### config.mk
export PLATFORM = sky130hd
export DESIGN_NAME = dm_arbiter_flat
export DESIGN_NICKNAME = d
export VERILOG_FILES = /design/src/rtl/dm_arbiter_pkg.sv /design/src/rtl/dm_arbiter_if.sv /design/src/rtl/dm_arb_sel.sv /design/src/rtl/dm_arbiter.sv /design/src/flat_wrapper.sv
export SDC_FILE = /design/constraint.sdc
export NUM_CORES = 1
export LEC_CHECK = 0
export CELL_PAD_IN_SITES_DETAIL_PLACEMENT = 0
export CELL_PAD_IN_SITES_GLOBAL_PLACEMENT = 2
export CORE_ASPECT_RATIO = 0.75
export CORE_UTILIZATION = 16
export CTS_CLUSTER_DIAMETER = 120
export DETAILED_ROUTE_END_ITERATION = 10
export PLACE_DENSITY = 0.94
export SLEW_MARGIN = 20
export SYNTH_ARGS = -nofsm -noshare
export SYNTH_HDL_FRONTEND = slang
export SYNTH_SLANG_ARGS = --single-unit
### constraint.sdc
create_clock -name clk -period 5.1 [get_ports clk]
set_clock_uncertainty 0.2 [all_clocks]
set_input_delay 1.275 -clock clk [delete_from_list [all_inputs] [get_ports clk]]
set_output_delay 1.275 -clock clk [all_outputs]
set_load 0.02 [all_outputs]
### src/rtl/dm_arbiter_pkg.sv
// rtl/dm_arbiter_pkg.sv - shared state encoding and data-memory geometry for the arbiter
package dm_arbiter_pkg;

  typedef enum logic [1:0] {
    S_CPU   = 2'd0,
    S_BURST = 2'd1,
    S_COOL  = 2'd2
  } state_t;

  localparam int DM_WORDS = 1024;
  localparam int WIDX_HI  = 11;
  localparam int WIDX_LO  = 2;

endpackage

### src/rtl/dm_arbiter_if.sv
// rtl/dm_arbiter_if.sv - CPU, EXT and memory-side signal bundle of the data-memory arbiter
interface dm_arbiter_if;
  logic        cpu_req;
  logic        cpu_we;
  logic [31:0] cpu_addr;
  logic [31:0] cpu_wdata;
  logic [31:0] cpu_pc;
  logic [31:0] cpu_rdata;
  logic        cpu_stall;
  logic        ext_req;
  logic        ext_we;
  logic        ext_lock;
  logic [31:0] ext_addr;
  logic [31:0] ext_wdata;
  logic        ext_gnt;
  logic [31:0] ext_rdata;
  logic        ext_rvalid;
  logic        ext_err;
  logic        mem_we;
  logic [31:0] mem_addr;
  logic [31:0] mem_wdata;
  logic [31:0] mem_pc;
  logic [31:0] mem_rdata;

  modport slave (
    input  cpu_req, cpu_we, cpu_addr, cpu_wdata, cpu_pc,
    input  ext_req, ext_we, ext_lock, ext_addr, ext_wdata,
    input  mem_rdata,
    output cpu_rdata, cpu_stall,
    output ext_gnt, ext_rdata, ext_rvalid, ext_err,
    output mem_we, mem_addr, mem_wdata, mem_pc
  );

  modport master (
    output cpu_req, cpu_we, cpu_addr, cpu_wdata, cpu_pc,
    output ext_req, ext_we, ext_lock, ext_addr, ext_wdata,
    output mem_rdata,
    input  cpu_rdata, cpu_stall,
    input  ext_gnt, ext_rdata, ext_rvalid, ext_err,
    input  mem_we, mem_addr, mem_wdata, mem_pc
  );
endinterface

### src/rtl/dm_arb_sel.sv
// rtl/dm_arb_sel.sv - combinational port selection and memory-side mux
module dm_arb_sel
  import dm_arbiter_pkg::*;
#(
  parameter logic [31:0] ADDR_LIMIT = 32'h0000_1000,
  parameter logic [31:0] EXT_PC     = 32'h0000_0000
) (
  input  logic        reset,
  input  state_t      state,
  input  logic        starve,
  input  logic        cpu_req,
  input  logic        cpu_we,
  input  logic [31:0] cpu_addr,
  input  logic [31:0] cpu_wdata,
  input  logic [31:0] cpu_pc,
  input  logic        ext_req,
  input  logic        ext_we,
  input  logic        ext_lock,
  input  logic [31:0] ext_addr,
  input  logic [31:0] ext_wdata,
  output logic        sel_ext,
  output logic        ext_oor,
  output logic        cpu_stall,
  output logic        mem_we,
  output logic [31:0] mem_addr,
  output logic [31:0] mem_wdata,
  output logic [31:0] mem_pc
);

  always_comb begin
    sel_ext = 1'b0;
    case (state)
      S_CPU:   sel_ext = ext_req & (~cpu_req | starve);
      S_BURST: sel_ext = ext_req & ext_lock;
      S_COOL:  sel_ext = ext_req & ~cpu_req;
      default: sel_ext = 1'b0;
    endcase
    // Reset blocks every access, including an in-flight burst beat.
    if (reset) sel_ext = 1'b0;

    ext_oor   = (ext_addr >= ADDR_LIMIT);
    cpu_stall = cpu_req & sel_ext;

    if (sel_ext) begin
      mem_we    = ext_we & ~ext_oor;
      mem_addr  = ext_addr;
      mem_wdata = ext_wdata;
      mem_pc    = EXT_PC;
    end else begin
      mem_we    = cpu_req & cpu_we & ~reset;
      mem_addr  = cpu_addr;
      mem_wdata = cpu_wdata;
      mem_pc    = cpu_pc;
    end
  end

endmodule

### src/rtl/dm_arbiter.sv
// rtl/dm_arbiter.sv - data-memory arbiter between the M stage and an external loader port
module dm_arbiter
  import dm_arbiter_pkg::*;
#(
  parameter int unsigned MAX_WAIT   = 4,
  parameter int unsigned MAX_BURST  = 4,
  parameter logic [31:0] ADDR_LIMIT = 32'h0000_1000,
  parameter logic [31:0] EXT_PC     = 32'h0000_0000
) (
  input logic         clk,
  input logic         reset,
  dm_arbiter_if.slave bus
);

  localparam logic [3:0] WAIT_MAX  = 4'(MAX_WAIT);
  localparam logic [3:0] BURST_MAX = 4'(MAX_BURST);
  localparam logic       BURST_EN  = (MAX_BURST > 1);

  state_t      state, state_nxt;
  logic [3:0]  wait_cnt;
  logic [3:0]  burst_cnt;
  logic        sel_ext;
  logic        ext_oor;
  logic        starve;
  logic [31:0] ext_rdata_q;
  logic        ext_rvalid_q;
  logic        ext_err_q;

  assign starve         = (wait_cnt == WAIT_MAX);
  assign bus.ext_gnt    = sel_ext;
  assign bus.cpu_rdata  = bus.mem_rdata;
  assign bus.ext_rdata  = ext_rdata_q;
  assign bus.ext_rvalid = ext_rvalid_q;
  assign bus.ext_err    = ext_err_q;

  dm_arb_sel #(
    .ADDR_LIMIT (ADDR_LIMIT),
    .EXT_PC     (EXT_PC)
  ) u_sel (
    .reset     (reset),
    .state     (state),
    .starve    (starve),
    .cpu_req   (bus.cpu_req),
    .cpu_we    (bus.cpu_we),
    .cpu_addr  (bus.cpu_addr),
    .cpu_wdata (bus.cpu_wdata),
    .cpu_pc    (bus.cpu_pc),
    .ext_req   (bus.ext_req),
    .ext_we    (bus.ext_we),
    .ext_lock  (bus.ext_lock),
    .ext_addr  (bus.ext_addr),
    .ext_wdata (bus.ext_wdata),
    .sel_ext   (sel_ext),
    .ext_oor   (ext_oor),
    .cpu_stall (bus.cpu_stall),
    .mem_we    (bus.mem_we),
    .mem_addr  (bus.mem_addr),
    .mem_wdata (bus.mem_wdata),
    .mem_pc    (bus.mem_pc)
  );

  always_comb begin
    state_nxt = state;
    case (state)
      S_CPU, S_COOL: state_nxt = (sel_ext & bus.ext_lock & BURST_EN) ? S_BURST : S_CPU;
      // burst_cnt counts beats already granted, so +1 is the beat in progress.
      S_BURST: begin
        if (!(bus.ext_req & bus.ext_lock) || (burst_cnt + 4'd1 == BURST_MAX))
          state_nxt = S_COOL;
      end
      default: state_nxt = S_CPU;
    endcase
  end

  always_ff @(posedge clk) begin
    if (reset) begin
      state <= S_CPU;
    end else begin
      state <= state_nxt;
    end
  end

  always_ff @(posedge clk) begin
    if (reset || sel_ext || !bus.ext_req) begin
      wait_cnt <= 4'd0;
    end else if (!starve) begin
      wait_cnt <= wait_cnt + 4'd1;
    end
  end

  always_ff @(posedge clk) begin
    if (reset) begin
      burst_cnt <= 4'd0;
    end else if (sel_ext) begin
      if (state == S_BURST) burst_cnt <= burst_cnt + 4'd1;
      else if (bus.ext_lock) burst_cnt <= 4'd1;
    end
  end

  always_ff @(posedge clk) begin
    if (reset) begin
      ext_rdata_q  <= 32'd0;
      ext_rvalid_q <= 1'b0;
      ext_err_q    <= 1'b0;
    end else begin
      ext_rvalid_q <= sel_ext & ~bus.ext_we;
      ext_err_q    <= sel_ext & ext_oor;
      if (sel_ext && !bus.ext_we) ext_rdata_q <= ext_oor ? 32'd0 : bus.mem_rdata;
    end
  end

endmodule
### src/flat_wrapper.sv
// flat-port wrapper written by rule: the top's interface ports become plain ports
module dm_arbiter_flat import dm_arbiter_pkg::*;
#(
  parameter int unsigned MAX_WAIT   = 4,
  parameter int unsigned MAX_BURST  = 4,
  parameter logic [31:0] ADDR_LIMIT = 32'h0000_1000,
  parameter logic [31:0] EXT_PC     = 32'h0000_0000
)
  (clk, reset, bus_cpu_req, bus_cpu_we, bus_cpu_addr, bus_cpu_wdata, bus_cpu_pc, bus_ext_req, bus_ext_we, bus_ext_lock, bus_ext_addr, bus_ext_wdata, bus_mem_rdata, bus_cpu_rdata, bus_cpu_stall, bus_ext_gnt, bus_ext_rdata, bus_ext_rvalid, bus_ext_err, bus_mem_we, bus_mem_addr, bus_mem_wdata, bus_mem_pc);
  dm_arbiter_if bus_i ();
  input logic clk;
  input logic reset;
  input wire logic [$bits(bus_i.cpu_req)-1:0] bus_cpu_req;
  input wire logic [$bits(bus_i.cpu_we)-1:0] bus_cpu_we;
  input wire logic [$bits(bus_i.cpu_addr)-1:0] bus_cpu_addr;
  input wire logic [$bits(bus_i.cpu_wdata)-1:0] bus_cpu_wdata;
  input wire logic [$bits(bus_i.cpu_pc)-1:0] bus_cpu_pc;
  input wire logic [$bits(bus_i.ext_req)-1:0] bus_ext_req;
  input wire logic [$bits(bus_i.ext_we)-1:0] bus_ext_we;
  input wire logic [$bits(bus_i.ext_lock)-1:0] bus_ext_lock;
  input wire logic [$bits(bus_i.ext_addr)-1:0] bus_ext_addr;
  input wire logic [$bits(bus_i.ext_wdata)-1:0] bus_ext_wdata;
  input wire logic [$bits(bus_i.mem_rdata)-1:0] bus_mem_rdata;
  output wire logic [$bits(bus_i.cpu_rdata)-1:0] bus_cpu_rdata;
  output wire logic [$bits(bus_i.cpu_stall)-1:0] bus_cpu_stall;
  output wire logic [$bits(bus_i.ext_gnt)-1:0] bus_ext_gnt;
  output wire logic [$bits(bus_i.ext_rdata)-1:0] bus_ext_rdata;
  output wire logic [$bits(bus_i.ext_rvalid)-1:0] bus_ext_rvalid;
  output wire logic [$bits(bus_i.ext_err)-1:0] bus_ext_err;
  output wire logic [$bits(bus_i.mem_we)-1:0] bus_mem_we;
  output wire logic [$bits(bus_i.mem_addr)-1:0] bus_mem_addr;
  output wire logic [$bits(bus_i.mem_wdata)-1:0] bus_mem_wdata;
  output wire logic [$bits(bus_i.mem_pc)-1:0] bus_mem_pc;
  assign bus_i.cpu_req = bus_cpu_req;
  assign bus_i.cpu_we = bus_cpu_we;
  assign bus_i.cpu_addr = bus_cpu_addr;
  assign bus_i.cpu_wdata = bus_cpu_wdata;
  assign bus_i.cpu_pc = bus_cpu_pc;
  assign bus_i.ext_req = bus_ext_req;
  assign bus_i.ext_we = bus_ext_we;
  assign bus_i.ext_lock = bus_ext_lock;
  assign bus_i.ext_addr = bus_ext_addr;
  assign bus_i.ext_wdata = bus_ext_wdata;
  assign bus_i.mem_rdata = bus_mem_rdata;
  assign bus_cpu_rdata = bus_i.cpu_rdata;
  assign bus_cpu_stall = bus_i.cpu_stall;
  assign bus_ext_gnt = bus_i.ext_gnt;
  assign bus_ext_rdata = bus_i.ext_rdata;
  assign bus_ext_rvalid = bus_i.ext_rvalid;
  assign bus_ext_err = bus_i.ext_err;
  assign bus_mem_we = bus_i.mem_we;
  assign bus_mem_addr = bus_i.mem_addr;
  assign bus_mem_wdata = bus_i.mem_wdata;
  assign bus_mem_pc = bus_i.mem_pc;
  dm_arbiter #(.MAX_WAIT(MAX_WAIT), .MAX_BURST(MAX_BURST), .ADDR_LIMIT(ADDR_LIMIT), .EXT_PC(EXT_PC)) u_core (.clk(clk), .reset(reset), .bus(bus_i));
endmodule
After elaboration in Yosys (flattened, before gate mapping). Cells that the tools add are included. Widths: inputs -> output; s select.

Flip-flop bits (word level): 44. Latch bits: 0. RAM bits: 0. Memory bits (read-only): 0. Input bits: 199. Output and inout port bits: 165. Logic and storage cells: 52. Memories kept: 0.

Add/subtract/negate cells: 2. Multiply operators: 0. Div/mod/pow operators: 0. Order comparisons: 1. Equality and inequality tests: 5. Shift-type cells: 0. Mux-type cells: 12. Bitwise gates (word level): 15. Reduce and logical (&&, ||, !) cells: 11.

Operator list (count): $mux 32 (4); $ge 32x13->1 const B (1); $and 1x1->1 (10); $add 4x1->4 const B (2); $eq 4x3->1 const B (2); $mux 4 (2); $not 1->1 (4); $pmux 2 s2 (1); $logic_not 1->1 (3); $logic_or 1x1->1 (3); $mux 1 (3); $pmux 1 s3 (1); $eq 2x1->1 const B (1); $eq 2x2->1 const B (1); $logic_not 2->1 (1); $mux 2 (1); $ne 2x1->1 const B (1); $reduce_and 2->1 (1); $reduce_bool 2->1 (1); $reduce_or 2->1 (1); $logic_and 1x1->1 (1); $or 1x1->1 (1).

Longest topological paths before layout. Gate-level depths: netlist (run 1).

Depth in word-level cells: 8. Depth in mapped cells: 9. Mapped depth without buffers: 7.

Hierarchy. Synthesis (run 1) repeated with hierarchy kept, for this count alone.

Cells, all modules: 439. Area total of the unflattened synthesis: 3039.2 µm².

By module, submodules not included: dm_arbiter (instances 1, cells an instance 176, area each 1866.8 µm²); dm_arb_sel (instances 1, cells an instance 263, area each 1172.4 µm²).

Least setup slack after synthesis (run 1). Ideal clock, no wire load.

Kind: input -> output. From: input bus_cpu_req. To: output bus_mem_addr[27]. Arrival: 2.565 ns. Required time: 3.625 ns. Setup slack: 1.060 ns. Cell stages on the path: 6. Path buffers: 2. Cells stage by stage: nor2b_1 a221o_1 nand2b_1 buf_6 buf_6 mux2_1.

Cells in the longest elaborated chain, start to end: 6. Elaborated cells between the ends (all ways): 7. Those cells by class: 3 x mux; 4 x bitwise.

Ends and longest elaborated chain: start, declared (line flat_wrapper.sv:13) `input wire logic [$bits(bus_i.cpu_req)-1:0] bus_cpu_req;`; $not 1->1 (*) (line dm_arb_sel.sv:33, dm_arb_sel.sv:35); $or 1x1->1 (line dm_arb_sel.sv:33) `S_CPU: sel_ext = ext_req & (~cpu_req | starve);`; $and 1x1->1 (line dm_arb_sel.sv:33); $pmux 1 s3 (*) (line dm_arb_sel.sv:32) `case (state)`; $mux 1 (*) (line dm_arb_sel.sv:39) `if (reset) sel_ext = 1'b0;`; $mux 32 (*) (line dm_arb_sel.sv:44) `if (sel_ext) begin`; end, declared (line flat_wrapper.sv:31) `output wire logic [$bits(bus_i.mem_addr)-1:0] bus_mem_addr;`.

Mark *: on every way between the ends. The rest lies on a longest branch, timed or not.

Worst setup path in the final report (run 1).
From: input bus_cpu_req. To: output bus_mem_addr[26].

Same word-level chain as after synthesis.

==> metrics.yaml, run 1 <==
floorplanning:
  dieArea_mm2: 0.02381
  die-width_um: 177.9
  num_io_pins: 364
  rows: 47
  die_height_um: 133.9
  start_util_pct: 16.56
  coreArea_mm2: 0.02241
critical_path:
  regToRegStartpoint: "u_core.wait_cnt[0]"
  critPathLaunchType: "input port"
  worstSetupPathType: "input port to output pin"
  cp_max_fo: 37
  crit_required_ns: 3.62
  crit_path_top_delay_cell: "clkdlybuf4s50_1"
  crit_start: "bus_cpu_req"
  max_stage_delay_ns: 0.54
  crit_top_cell: "clkdlybuf4s50_1"
  r2r_cells: 7
  worstPathArrival_ns: 3.56
  crit_chain: "clkdlybuf4s50_1, nor2b_1, a221o_1, nand2b_4, buf_12, mux2_4, clkdlybuf4s50_1"
  worst_setup_path_end_kind: "output pin"
place:
  io_buffers: 363
  dpl_worst_slack_ns: 0.08565
  place_hpwl_um: 14910
  globalplace.congestion: 0.8386
  dpl-instance-area_mm2: 0.007426
pwr:
  finalPower_uw: 1211
  p_leak_uw: 0.002891
  peakVddDrop_mv: 0.08815
  power.density_mw_per_mm2: 160.2
drt:
  drt-pass1-iter-count: 4
  viasPerCell: 4.126
  ant_nets: 0
  vias: 4192
  drt_iter0_drc: 139
  wl_um: 18220
  wl_per_cell_um: 17.93
  drc: 0
layout:
  drive_above_1_share_pct: 13.16
  syn_to_final_growth_pct: 103.7
  final_util_pct: 33.74
  multiInputGateArea_mm2: 0.002385
  nets: 924
  antenna_cells: 0
  fillers: 2315
  layout.area.seq_um2: 880.8
  finalInstanceArea_mm2: 0.007560
synth:
  synth-seq-cells: 44
  netlist.top_cell.by_area: "mux2_4"
  yosys.cell_types.count: 40
  synth-edff-count: 0
  synth_area_leaders: "mux2_4 24%, dfxtp_1 24%, and2_1 11%"
  syn_area_mm2: 0.003711
  synth_nets: 609
  synthFlopType: "dfxtp_1"
  syn-mean-instance-area_um2: 9.118
  async_flop_share_pct: 0
  synth_cells: 407
  yosysWarnings: 0
  synth_most_common_cell: "and2_1"
  yosysSeqAreaShare_pct: 23.74
  ys_top_cells_by_count: "66 x and2_1, 60 x mux2_4, 44 x dfxtp_1, 35 x a21oi_1, 33 x o21ai_0"
  synth_top_cell_area_share_pct: 24.28
clocking:
  cts-hold-fix-buffers: 0
  cts_sinks: 44
  cts_buffer_depth: 2
  clk_pin_slew_worst_paths_ns: 0.06
  cts_tree: "yes"
  cts-htree-levels: 2
  numCtsBuffers: 5
  postCtsSetupBuffers: 0
  cts_resized: 0
  root_buffer: "clkbuf_16"
  clk_latency_ns: 0.28
timing:
  fin_setup_tns_ns: 0
  post-route-min-period_ns: 5.035
  fmax_ghz: 0.1986
  setup_ws_ns: 0.06476
  slew_headroom_pct: 65.09
  hold_viol: 0
  tightest_slew_ns: 0.5105
  fin_crit_sh_pct: 98.73
  rsz0062_at_grt: "no"
  drv_slew: 0
  final-setup-viol-count: 0
worst_hold_path:
  min_delay_path_depth: 2
  min_from: "u_core.bus.ext_rdata[25]"
  hp-class: "flop to flop"
grt:
  grt_max_degree: 40
  antenna_found_initial: 0
  grt_overflow: 0
  grtUsageTotal_pct: 14.55
  grt_pass1_vias: 4081
  grt_pass1_wl_um: 25970
status:
  status: "finished, final reports clean"
flow_run:
  cap_violations: 0
==> where the power goes <==
group	switching, µW	internal [µW]
clock	133	178
sequential	2.02	346
combinational	225	328
total	360	852
==> path summary, 6_finish.rpt <==
| check | to | slack [ns] |
|---|---|---|
| worst max-delay path | bus_mem_addr[26] | 0.06 |
| worst min-delay path | u_core.bus.ext_rdata[25] | 0.28 |
| worst max register to register | u_core.burst_cnt[2] | 2.69 |
| worst min register to register | u_core.bus.ext_rdata[25] | 0.28 |
==> routing by layer <==
layer	share of wire (%)	up-vias	global-route usage, %
li1	-	2075	-
met1	44	1922	18.58
met2	47	174	24.28
met3	5.9	21	2.806
met4	3.2	0	5.081
met5	0	-	0
==> worst max-delay path: cells and delay by family <==
| kind | cells | cell delay (ns) |
|---|---|---|
| buffers and inverters | 3 | 1.20 |
| multiplexers | 1 | 0.34 |
| AO/OA/AOI/OAI | 1 | 0.37 |
| AND/OR/NAND/NOR | 2 | 0.35 |
==> cell usage in the layout (no fill, tap or decap), types with 3 or more instances in the layout <==
| cell type | netlist | routed |
|---|---|---|
| nor4_1 | 3 | 3 |
| dfxtp_1 | 44 | 44 |
| clkbuf_16 | 0 | 5 |
| o21ai_0 | 33 | 33 |
| buf_12 | 0 | 3 |
| ha_1 | 3 | 3 |
| mux2_1 | 4 | 4 |
| and3_1 | 3 | 3 |
| nor2_1 | 10 | 9 |
| or4_1 | 4 | 4 |
| a21oi_1 | 35 | 34 |
| and2_1 | 66 | 66 |
| inv_1 | 4 | 4 |
| nand2_1 | 4 | 4 |
| nand3_1 | 3 | 3 |
| buf_4 | 32 | 20 |
| o2111ai_1 | 31 | 31 |
| mux2_4 | 60 | 60 |
| nand2b_1 | 4 | 3 |
| o211ai_1 | 5 | 5 |
| clkdlybuf4s50_1 | 0 | 356 |
==> sequential cells by signal (all words and copies together) (netlist names) <==
register               cells
u_core.state               2
u_core.burst_cnt           4
u_core.bus.ext_rvalid      1
u_core.bus.ext_rdata      32
u_core.wait_cnt            4
u_core.bus.ext_err         1
==> logic make-up after synthesis <==
| group | Yosys count | share of synthesized area, % |
|---|---|---|
| AOI/OAI and AO/OA | 110 | 18.85 |
| adders and majority gates | 3 | 1.012 |
| buffers and inverters | 76 | 12.64 |
| muxes | 65 | 25.76 |
| and+or+nand+nor | 108 | 17.77 |
| DFF | 44 | 23.74 |
| xor gates and xnor gates | 1 | 0.2361 |
==> final cells by class <==
cell class | instances | share of cell area, %
Timing Repair Buffer | 379 | 49.92
Multi-Input combinational cell | 287 | 31.55
Clock inverter | 1 | 0.06620
Inverter | 5 | 0.2483
Sequential cell | 44 | 11.65
Tap cell | 294 | 4.866
Clock buffer | 6 | 1.705
==> stage by stage <==
stage | instances | hold WS, ns
2_1_floorplan | 407 | 0.2854
4_1_cts | 1016 | 0.2735
6_report | 1016 | 0.2757
3_3_place_gp | 1009 | 0.2578
5_1_grt | 1016 | 0.2891
3_5_place_dp | 1009 | 0.2648
Note: power is estimated with default switching activity, not from simulation.
==> inputs of run 2 (changes only) <==
- CAP_MARGIN: default -> 20
- CORE_ASPECT_RATIO: 0.75 -> 0.8
- CTS_CLUSTER_DIAMETER: 120 -> 100
==> metrics.yaml, run 2 (synthesis results as in run 1) <==
place:
  io_buffers: 363
  dpl-instance-area_mm2: 0.007433
  place_inst: 1021
  place_hpwl_um: 14600
  globalplace.congestion: 0.8900
timing:
  tightest_slew_ns: 0.6244
  drv_slew: 0
  fmax_ghz: 0.1988
  hold_viol: 0
  post-route-min-period_ns: 5.030
  fin_crit_sh_pct: 98.62
  slew_headroom_pct: 58.18
  final-setup-viol-count: 0
grt:
  grt_pass1_vias: 4139
  grt_pass1_wl_um: 25570
  grtUsageTotal_pct: 14.27
  grt_overflow: 0
  grt_max_degree: 44
  antenna_found_initial: 2
floorplanning:
  die-width_um: 172.3
  rows: 49
  dieArea_mm2: 0.02381
  num_io_pins: 364
  die_height_um: 138.2
  start_util_pct: 16.40
  coreArea_mm2: 0.02262
clocking:
  root_buffer: "clkbuf_16"
  cts_tree: "yes"
  postCtsSetupBuffers: 0
  clk_latency_ns: 0.29
  clk_pin_slew_worst_paths_ns: 0.07
  cts-htree-levels: 2
  numCtsBuffers: 5
  cts_sinks: 44
  cts_buffer_depth: 2
critical_path:
  max_stage_delay_ns: 0.58
  cp_max_fo: 16
  r2r-end: "u_core.burst_cnt[2]"
  critPathBufInv: 3
  worst_setup_path_end_kind: "output pin"
  crit_required_ns: 3.62
  crit_top_cell: "clkdlybuf4s50_1"
  crit_path_top_delay_cell: "clkdlybuf4s50_1"
  worstSetupPathType: "input port to output pin"
  reg2reg_slack_ns: 2.68
  crit_chain: "clkdlybuf4s50_1, nor2b_1, a221o_1, nand2b_4, buf_4, mux2_4, clkdlybuf4s50_1"
  r2r_cells: 7
  worstPathArrival_ns: 3.55
  worst-path-stages: 7
  regToRegStartpoint: "u_core.wait_cnt[0]"
  critPathLaunchType: "input port"
  crit_family: "buffers and inverters"
worst_hold_path:
  min_from: "u_core.bus.ext_rdata[13]"
  hp-class: "flop to flop"
  min_to: "u_core.bus.ext_rdata[13]"
  min_delay_path_depth: 2
drt:
  drc: 0
  drt-pass1-iter-count: 6
  wl_per_cell_um: 17.91
  ant_nets: 0
  drt_iter0_drc: 183
  vias: 4205
  viasPerCell: 4.079
  wl_um: 18460
layout:
  layout_commonest_cell: "clkdlybuf4s50_1"
  drive_above_1_share_pct: 13.14
  fin_cells: 1031
  finalInstanceArea_mm2: 0.007707
  nets: 924
  syn_to_final_growth_pct: 107.7
  fillers: 2270
  most-common-layout-cells: "319 x clkdlybuf4s50_1, 66 x and2_1, 60 x mux2_4, 44 x dfxtp_1, 39 x dlymetal6s2s_1"
  largest_reg_flops: 32
  final_util_pct: 34.07
pwr:
  finalPower_uw: 1284
  p_leak_uw: 0.003254
  peakVddDrop_mv: 0.1148
  power.density_mw_per_mm2: 166.6
status:
  status: "finished, final reports clean"
flow_run:
  cap_violations: 0
[run 2: worst max-delay path by stage]
stage / from / endpoint / slack (ns)
after global routing: bus_cpu_req / bus_mem_wdata[24] / -0.02
final: bus_cpu_req / bus_mem_addr[15] / 0.07
after detailed placement: bus_cpu_req / bus_mem_wdata[7] / 0.07
after floorplan: bus_cpu_req / bus_mem_addr[27] / 1.06
after global placement: bus_cpu_req / bus_mem_wdata[21] / 0.08
after CTS: bus_cpu_req / bus_mem_wdata[7] / 0.06
[run 2: layer usage]
metal | up-vias | GRT usage, % | part of all wire [%]
met4 | 0 | 3.121 | 1.1
met2 | 164 | 24.51 | 49
met5 | - | 0 | 0
met1 | 1955 | 18.12 | 43
met3 | 8 | 3.006 | 6.6
li1 | 2078 | - | -
[run 2: final cells by class]
| type | count | area, µm² | area share, % |
|---|---|---|---|
| diodes | 2 | 5.005 | 0.06494 |
| repair buffers | 379 | 3864 | 50.13 |
| clock inverters | 3 | 46.29 | 0.6006 |
| inverters | 5 | 18.77 | 0.2435 |
| flip-flops and latches | 44 | 880.8 | 11.43 |
| multi-input cells | 287 | 2385 | 30.94 |
| clock buffers | 5 | 125.1 | 1.623 |
| well taps | 306 | 382.9 | 4.968 |
[run 2: worst min-delay path, stage by stage (launching register included)]
cell and delay [ns]:
dfxtp_1 0.31, o21ai_0 0.06, a21oi_1 0.06
[run 2: per-stage QoR]
step,setup TNS [ns],hold slack [ns],worst slack [ns]
6_report,0,0.2727,0.07047
4_1_cts,0,0.2748,0.05626
3_3_place_gp,0,0.2569,0.07994
5_1_grt,-0.02485,0.2914,-0.02197
3_5_place_dp,0,0.2653,0.07449
2_1_floorplan,0,0.2854,1.060
[run 2: report_power, final]
| part | total, µW | internal, µW | leakage (µW) | switching [µW] |
|---|---|---|---|---|
| clock | 389 | 233 | 0.0000804 | 156 |
| combinational | 547 | 322 | 0.00282 | 225 |
| sequential | 348 | 345 | 0.000355 | 2.14 |
| total | 1280 | 901 | 0.00325 | 383 |
[run 2: repair_timing]
action	in CTS	in global routing
endpoints found under the setup margin	0	39
gates resized for setup	0	39
hold buffers	0	0
